==> src/rtl/adder_rr_sched.sv <==
// Round-robin scheduler sharing one external signed adder among NUM_REQ requesters.
// Operands are registered onto the adder; the sum returns with a one-hot strobe.
module adder_rr_sched #(
  parameter  int NUM_REQ = 4,
  parameter  int DATA_W  = 16,
  localparam int IDX_W   = $clog2(NUM_REQ)
) (
  input  logic                      clk_i,
  input  logic                      rst_i,
  input  logic [NUM_REQ-1:0]        req_valid_i,
  output logic [NUM_REQ-1:0]        req_ready_o,
  input  logic [NUM_REQ*DATA_W-1:0] req_a_i,
  input  logic [NUM_REQ*DATA_W-1:0] req_b_i,
  output logic [DATA_W-1:0]         add_a_o,
  output logic [DATA_W-1:0]         add_b_o,
  input  logic [DATA_W:0]           add_c_i,
  output logic [NUM_REQ-1:0]        rsp_valid_o,
  output logic [DATA_W:0]           rsp_data_o,
  output logic                      busy_o
);

  typedef enum logic [1:0] {S_IDLE, S_EXEC, S_DONE} state_t;

  state_t              state_q, state_d;
  logic [IDX_W-1:0]    ptr_q, ptr_d;
  logic [IDX_W-1:0]    owner_q, owner_d;
  logic [DATA_W-1:0]   add_a_q, add_a_d;
  logic [DATA_W-1:0]   add_b_q, add_b_d;
  logic [NUM_REQ-1:0]  rsp_valid_q, rsp_valid_d;
  logic [DATA_W:0]     rsp_data_q, rsp_data_d;

  logic [DATA_W-1:0]   op_a [NUM_REQ];
  logic [DATA_W-1:0]   op_b [NUM_REQ];
  logic                gnt_found;
  logic [IDX_W-1:0]    gnt_idx;
  logic [IDX_W-1:0]    cand_idx;
  logic [NUM_REQ-1:0]  gnt_oh;
  logic [NUM_REQ-1:0]  owner_oh;
  logic                grant_en;
  logic [IDX_W-1:0]    ptr_next;

  for (genvar i = 0; i < NUM_REQ; i++) begin : g_unpack
    assign op_a[i] = req_a_i[i*DATA_W +: DATA_W];
    assign op_b[i] = req_b_i[i*DATA_W +: DATA_W];
  end

  // First valid requester found scanning upward from the pointer, wrapping.
  always_comb begin
    gnt_found = 1'b0;
    gnt_idx   = '0;
    cand_idx  = '0;
    for (int k = 0; k < NUM_REQ; k++) begin
      cand_idx = IDX_W'((int'(ptr_q) + k) % NUM_REQ);
      if (!gnt_found && req_valid_i[cand_idx]) begin
        gnt_found = 1'b1;
        gnt_idx   = cand_idx;
      end
    end
  end

  always_comb begin
    gnt_oh            = '0;
    gnt_oh[gnt_idx]   = 1'b1;
    owner_oh          = '0;
    owner_oh[owner_q] = 1'b1;
  end

  assign grant_en    = !rst_i && gnt_found && (state_q != S_EXEC);
  assign req_ready_o = grant_en ? gnt_oh : '0;
  assign ptr_next    = (gnt_idx == IDX_W'(NUM_REQ - 1)) ? '0 : gnt_idx + 1'b1;

  always_comb begin
    state_d     = state_q;
    ptr_d       = ptr_q;
    owner_d     = owner_q;
    add_a_d     = add_a_q;
    add_b_d     = add_b_q;
    rsp_valid_d = '0;
    rsp_data_d  = rsp_data_q;
    case (state_q)
      S_IDLE, S_DONE: begin
        if (grant_en) begin
          add_a_d = op_a[gnt_idx];
          add_b_d = op_b[gnt_idx];
          owner_d = gnt_idx;
          ptr_d   = ptr_next;
          state_d = S_EXEC;
        end else begin
          state_d = S_IDLE;
        end
      end
      S_EXEC: begin
        rsp_data_d  = add_c_i;
        rsp_valid_d = owner_oh;
        state_d     = S_DONE;
      end
      default: state_d = S_IDLE;
    endcase
  end

  always_ff @(posedge clk_i or posedge rst_i) begin
    if (rst_i) begin
      state_q     <= S_IDLE;
      ptr_q       <= '0;
      owner_q     <= '0;
      add_a_q     <= '0;
      add_b_q     <= '0;
      rsp_valid_q <= '0;
      rsp_data_q  <= '0;
    end else begin
      state_q     <= state_d;
      ptr_q       <= ptr_d;
      owner_q     <= owner_d;
      add_a_q     <= add_a_d;
      add_b_q     <= add_b_d;
      rsp_valid_q <= rsp_valid_d;
      rsp_data_q  <= rsp_data_d;
    end
  end

  assign add_a_o     = add_a_q;
  assign add_b_o     = add_b_q;
  assign rsp_valid_o = rsp_valid_q;
  assign rsp_data_o  = rsp_data_q;
  assign busy_o      = (state_q == S_EXEC) || (state_q == S_DONE);

endmodule
==> config.mk <==
export PLATFORM = sky130hd
export DESIGN_NAME = adder_rr_sched
export DESIGN_NICKNAME = d
export VERILOG_FILES = /design/src/rtl/adder_rr_sched.sv
export SDC_FILE = /design/constraint.sdc
export NUM_CORES = 1
export LEC_CHECK = 0
export ABC_AREA = 0
export BUFFER_PORTS_ARGS = -buffer_cell sky130_fd_sc_hd__buf_2
export CELL_PAD_IN_SITES_DETAIL_PLACEMENT = 1
export CELL_PAD_IN_SITES_GLOBAL_PLACEMENT = 1
export CORE_MARGIN = 10
export CORE_UTILIZATION = 31
export CTS_CLUSTER_SIZE = 30
export DETAILED_ROUTE_END_ITERATION = 16
export GPL_TIMING_DRIVEN = 0
export PLACE_DENSITY_LB_ADDON = 0.1
export SETUP_SLACK_MARGIN = 0.05
export SYNTH_ARGS = -nofsm -noshare
export SYNTH_HDL_FRONTEND = slang
export SYNTH_SLANG_ARGS = --single-unit
export TNS_END_PERCENT = 30
==> constraint.sdc <==
create_clock -name clk_i -period 2.4 [get_ports clk_i]
set_input_delay 0.36 -clock clk_i [delete_from_list [all_inputs] [get_ports clk_i]]
set_output_delay 0.36 -clock clk_i [all_outputs]
set_load 0.02 [all_outputs]
# Word level (Yosys, flattened, before mapping)
# Index checks and enable logic that the tools add are counted.
# W data, S select, Z words.
totals:
  elab_cells: 71
  in_bits: 151
  reg_bits: 59
  out_inout_bits: 58
classes:
  reduce_logical: 15
  n_lt_le_gt_ge: 9
  n_addsub: 4
  eq_ne: 4
  n_mux: 31
  bitwise_logic: 1
op_table:
  columns: ["cell", "n"]
  rows:
  - ["$bmux W16 S2", 2]
  - ["$mux W16", 4]
  - ["$lt A2 B3 Y1 const B", 6]
  - ["$mux W1", 11]
  - ["$mux W2", 5]
  - ["$bmux W1 S2", 4]
  - ["$mux W4", 2]
  - ["$logic_and A1 B1 Y1", 7]
  - ["$add A2 B1 Y2 const B", 2]
  - ["$add A2 B2 Y2 const B", 2]
  - ["$demux W1 S2", 2]
  - ["$eq A2 B2 Y1 const B", 2]
  - ["$ge A2 B1 Y1 const B", 2]
  - ["$logic_not A1 Y1", 4]
  - ["$pmux W2 S2", 1]
  - ["$ge A3 B3 Y1 const B", 1]
  - ["$not A2 Y3", 1]
  - ["$eq A2 B1 Y1 const B", 1]
  - ["$logic_not A2 Y1", 1]
  - ["$ne A2 B1 Y1 const B", 1]
  - ["$reduce_and A2 Y1", 1]
  - ["$reduce_or A2 Y1", 1]
  - ["$logic_or A1 B1 Y1", 1]

# Depth between registers and ports, before layout
logic_depth:
  word_depth: 17
  ltp_mapped: 9
  mapped_depth_nobuf: 7

# Least setup slack after synthesis
# No wires, ideal clock.
synth_path:
  path_type: "reg2out"
  start: "register ptr_q[1]"
  end: "output req_ready_o[0]"
  stages_incl_launch_ff: 9
  slack_ps: 336
  n_path_buf: 2
  arrival_time_ps: 1704
  required_time_ps: 2040
  cell_sequence: "dfrtp_1 > mux2i_1 > a21oi_1 > a21boi_2 > inv_2 > buf_6 > buf_2 > ha_1 > and2_1"
synth_via:
  elab_chain_len: 17
  word_cells_on_any_way: 33
  cone_classes: "add/sub (3); order compare (2); mux (19); reduce/logical (9)"
synth_lines:
  columns: ["element", "line", "text"]
  rows:
  - ["start, declared", "25", "logic [IDX_W-1:0] ptr_q, ptr_d;"]
  - ["start signal, assigned", "112", "ptr_q <= ptr_d;"]
  - ["parallel branches: the longest is 11 deep, another holds $add A2 B1 Y2", null, null]
  - ["$mux W2 *", "54", "if (!gnt_found && req_valid_i[cand_idx]) begin"]
  - ["named net gnt_idx[0]", "35", "logic [IDX_W-1:0] gnt_idx;"]
  - ["$lt A2 B3 Y1 (implied by the code) or $ge A2 B1 Y1 (tied branches)", "63", "gnt_oh[gnt_idx] = 1'b1;"]
  - ["$logic_and A1 B1 Y1 (implied by the code)", "63", null]
  - ["$mux W1 (implied by the code)", "63", null]
  - ["$demux W1 S2 *", "63", null]
  - ["$mux W4 *", "69", "assign req_ready_o = grant_en ? gnt_oh : '0;"]
  - ["end, declared", "11", "output logic [NUM_REQ-1:0] req_ready_o,"]
# Mark *: on every way through the listed nets, which the timed path passes. The select of a mux whose other input is x is not followed.

# Final worst setup path
layout_path:
  start: "register ptr_q[1]"
  end: "output req_ready_o[2]"
# Same word-level chain as after synthesis.

==> metrics.md <==
| Metric | Value |
|---|---|
| Critical Path RT | `2.04 ns` |
| Fin worst setup slack | `~0.048 ns` |
| # setup viols final | `0` |
| Clk buf depth | `2` |
| Skew-Pair Late Insertion Delay | `0.34 ns` |
| Logic pwr share | `56.1%` |
| Total negative slack | `0 ns` |
| Routability cong. | `roughly 0.8` |
| H-Tree Depth | `3` |
| CP arrival | `1.99 ns` |
| Synth Flop Type | `dfrtp_1` |
| Async set-reset flop share out of synthesis | `100%` |
| Critical path type | `flop to output port` |
| Final net count | `between 600 and 700` |
| Largest net degree at the start of global routing | `37` |
| Power Total | `0.00603 W` |
| CTS Hold Buffers Added | `0` |
| CTS tree | `yes` |
| Status | `completed` |
| Max Freq | `about 430 MHz` |
| P per Cell Area | `1230 nW/um^2` |
| Cells on worst reg2reg path | `15` |
| Final Hold Vio Count | `0` |
| Worst VDD drop | `0.505 mV` |
| Reg clk slew, reported paths | `about 0.080 ns` |
| Ant diodes | `0` |
| Sw frac | `42.0%` |
| Final instance area | `4900 um^2` |
| Wire per inst | `18.9 um` |
| Die height | `121 um` |
| Chip Width | `121 um` |
| CP Max Fanout | `5` |
| Initial antenna violation count | `0` |
| P&R area growth vs syn | `53.4%` |
| Ys Warns | `0` |
| Vias in the first global route | `3586` |
| Clock skew | `between 0.01 and 0.015 ns` |
| Critical Path End | `req_ready_o[2]` |
| Clk sink count | `59` |
| Dpl ws | `-0.138 ns` |
| Die Footprint | `approximately 15000 um^2` |
| CP Capture Type | `output port` |
| Pre-antenna DRT Iters | `4` |
| Final hold slack | `0.122 ns` |
| Remaining DRCs | `0` |
| Post-synth EDFFs | `0` |
| DRT antenna net count | `0` |
| Internal power | `0.00350 W` |
| Worst setup SP type | `flop` |
| FF+latch count, synth | `59` |
| TritonCTS buffer count | `9` |
| Syn Nets | `between 400 and 500` |
| Routed vias | `between 3000 and 4000` |
| Reg2reg end | `owner_q[0]$_DFFE_PP0P_` |
| Post-synthesis sequential area ratio | `46.3%` |
| Pins Over Slew Limit | `0` |
| Unique masters post-synth | `30` |
| Switching power | `0.00253 W` |
| First-pass GRT wire length | `18700 um` |
| Root buffer selected by CTS | `clkbuf_8` |
| Leakage | `2.66 nW` |
| Mapped Cells | `275` |
| Detail Placement HPWL | `9650 um` |
| Io pins | `209` |
| Total global routing overflow | `0` |
| CORE AREA | `approximately 9900 um^2` |
| Post-DR vias/cell | `about 4.7` |
| Fin crit period | `~2.4 ns` |
| Unrepaired setup endpoints after global routing | `true` |
| Rows | `36` |
| Reg power frac | `28.8%` |
| Initial drt markers | `82` |
| Port buffer count | `about 210` |
| Final WL | `between 10000 and 15000 um` |
| Slew at the pin with the worst max-slew slack | `just over 0.6 ns` |
| Reg2reg setup slack | `0.07 ns` |
| Initial Util | `32.2%` |
| Cell Area, Synth | `3190 um^2` |
| Post-DP Area | `roughly 4400 um^2` |
| Relative slew slack | `58.8%` |
| Clock Power Share | `15.1%` |
| GRT Total Usage | `15.9%` |
| HP Class | `input port to async pin` |
| Fraction of layout cells with a size suffix above 1 | `56.0%` |
| Crit. Startpoint | `ptr_q[1]$_DFFE_PP0P_` |
| Max Cap Violations | `0` |
| Final worst path period share | `98.0%` |
| Mean post-synth cell area | `11.6 um^2` |
| Reg2reg start | `ptr_q[1]$_DFFE_PP0P_` |
-- sequential cells by signal, indices dropped and copies added, names as in the netlist --
name         count
rsp_valid_o      4
add_a_o         16
add_b_o         16
rsp_data_o      17
ptr_q            2
owner_q          2
state_q          2
-- worst max-delay path, stage by stage (launching register included) --
cell and delay (ns):
dfrtp_2 0.46, mux2i_2 0.17, a21oi_2 0.17, a21boi_4 0.23, inv_2 0.07, buf_12 0.13, ha_2 0.17, and2_4 0.13
buf_6 0.12
-- cells by family (layout without fill, tap and decap cells) --
kind of cell	Yosys count	in the layout	share of synthesized area, %
AO/OA/AOI/OAI	73	73	15.9
buffers and inverters	25	266	3.80
AND/OR/NAND/NOR	28	28	4.55
flip-flops	59	59	46.3
multiplexers	82	82	26.4
adder cells (fa/ha/maj)	8	8	3.14
-- cells in the final DEF (no fill, tap or decap), types with 3 or more instances in the layout --
cell	count
nor2_1	3
buf_4	16
inv_2	3
nand2_1	10
clkbuf_2	3
buf_2	206
mux2i_1	62
o21ai_1	31
ha_1	6
clkbuf_1	8
mux2_2	17
a2bb2oi_1	31
inv_1	4
clkbuf_8	10
and2_4	5
clkinv_2	3
mux2i_2	3
buf_6	7
dfrtp_1	58
-- how the worst min path moves through the flow --
stage	depth (start not counted)	slack [ns]	end
4_1_cts	2	0.10	rsp_data_o[1]$_DFFE_PP0P_
2_1_floorplan	1	0.45	rsp_valid_o[2]$_DFF_PP0_
3_3_place_gp	2	0.48	add_b_o[0]$_DFFE_PP0P_
5_1_grt	2	0.15	rsp_data_o[1]$_DFFE_PP0P_
3_5_place_dp	2	0.47	state_q[1]$_DFF_PP0_
6_report	2	0.12	rsp_data_o[1]$_DFFE_PP0P_
-- routing by layer --
metal / part of all wire, % / vias to the layer above / GRT usage, %
met5: 0 / - / 0
met4: 0.38 / 0 / 4.62
met3: 9.3 / 4 / 6.61
met2: 48 / 138 / 26.9
met1: 42 / 1451 / 17.9
li1: - / 1485 / -
-- cell type report --
class | count | area (um^2)
Tap cell | 133 | 166
Multi-Input combinational cell | 191 | 1690
Buffer | 17 | 105
Inverter | 7 | 26.3
Clock buffer | 11 | 141
Timing Repair Buffer | 226 | 1240
Clock inverter | 5 | 52.6
Sequential cell | 59 | 1480
Fill cell | 1181 | 5010
-- Yosys cell counts (3+ instances only) --
cell type	count	area share, %
a21oi_1	3	0.47
a2bb2oi_1	31	8.5
and2_1	5	0.98
buf_2	4	0.63
buf_6	3	1.1
clkbuf_1	10	1.2
dfrtp_1	59	46
ha_1	8	3.1
inv_1	5	0.59
mux2_2	17	6.0
mux2i_1	65	20
nand2_1	10	1.2
nor2_1	3	0.35
o21ai_1	32	5.0
-- what timing repair did --
action,CTS,global route
cloned,1,0
setup buffers,14,2
endpoints found under the setup margin,31,37
resized for setup,7,34
pin swaps,1,2
-- through the flow --
step	utilization, %	cells
floorplan	-	275
global placement	44.4	616
detailed placement	44.6	617
CTS	48.2	647
global route	49.4	649
finish	49.4	649
-- power by group through the flow --
stage	Sequential [W]	Combinational [W]	Clock, W
2_1_floorplan	0.00224	0.00152	0
3_3_place_gp	0.00171	0.00304	0
3_5_place_dp	0.00174	0.00309	0
4_1_cts	0.00173	0.00331	0.000938
5_1_grt	0.00180	0.00368	0.000984
6_report	0.00174	0.00338	0.000910
(Power assumes the default switching activity.)
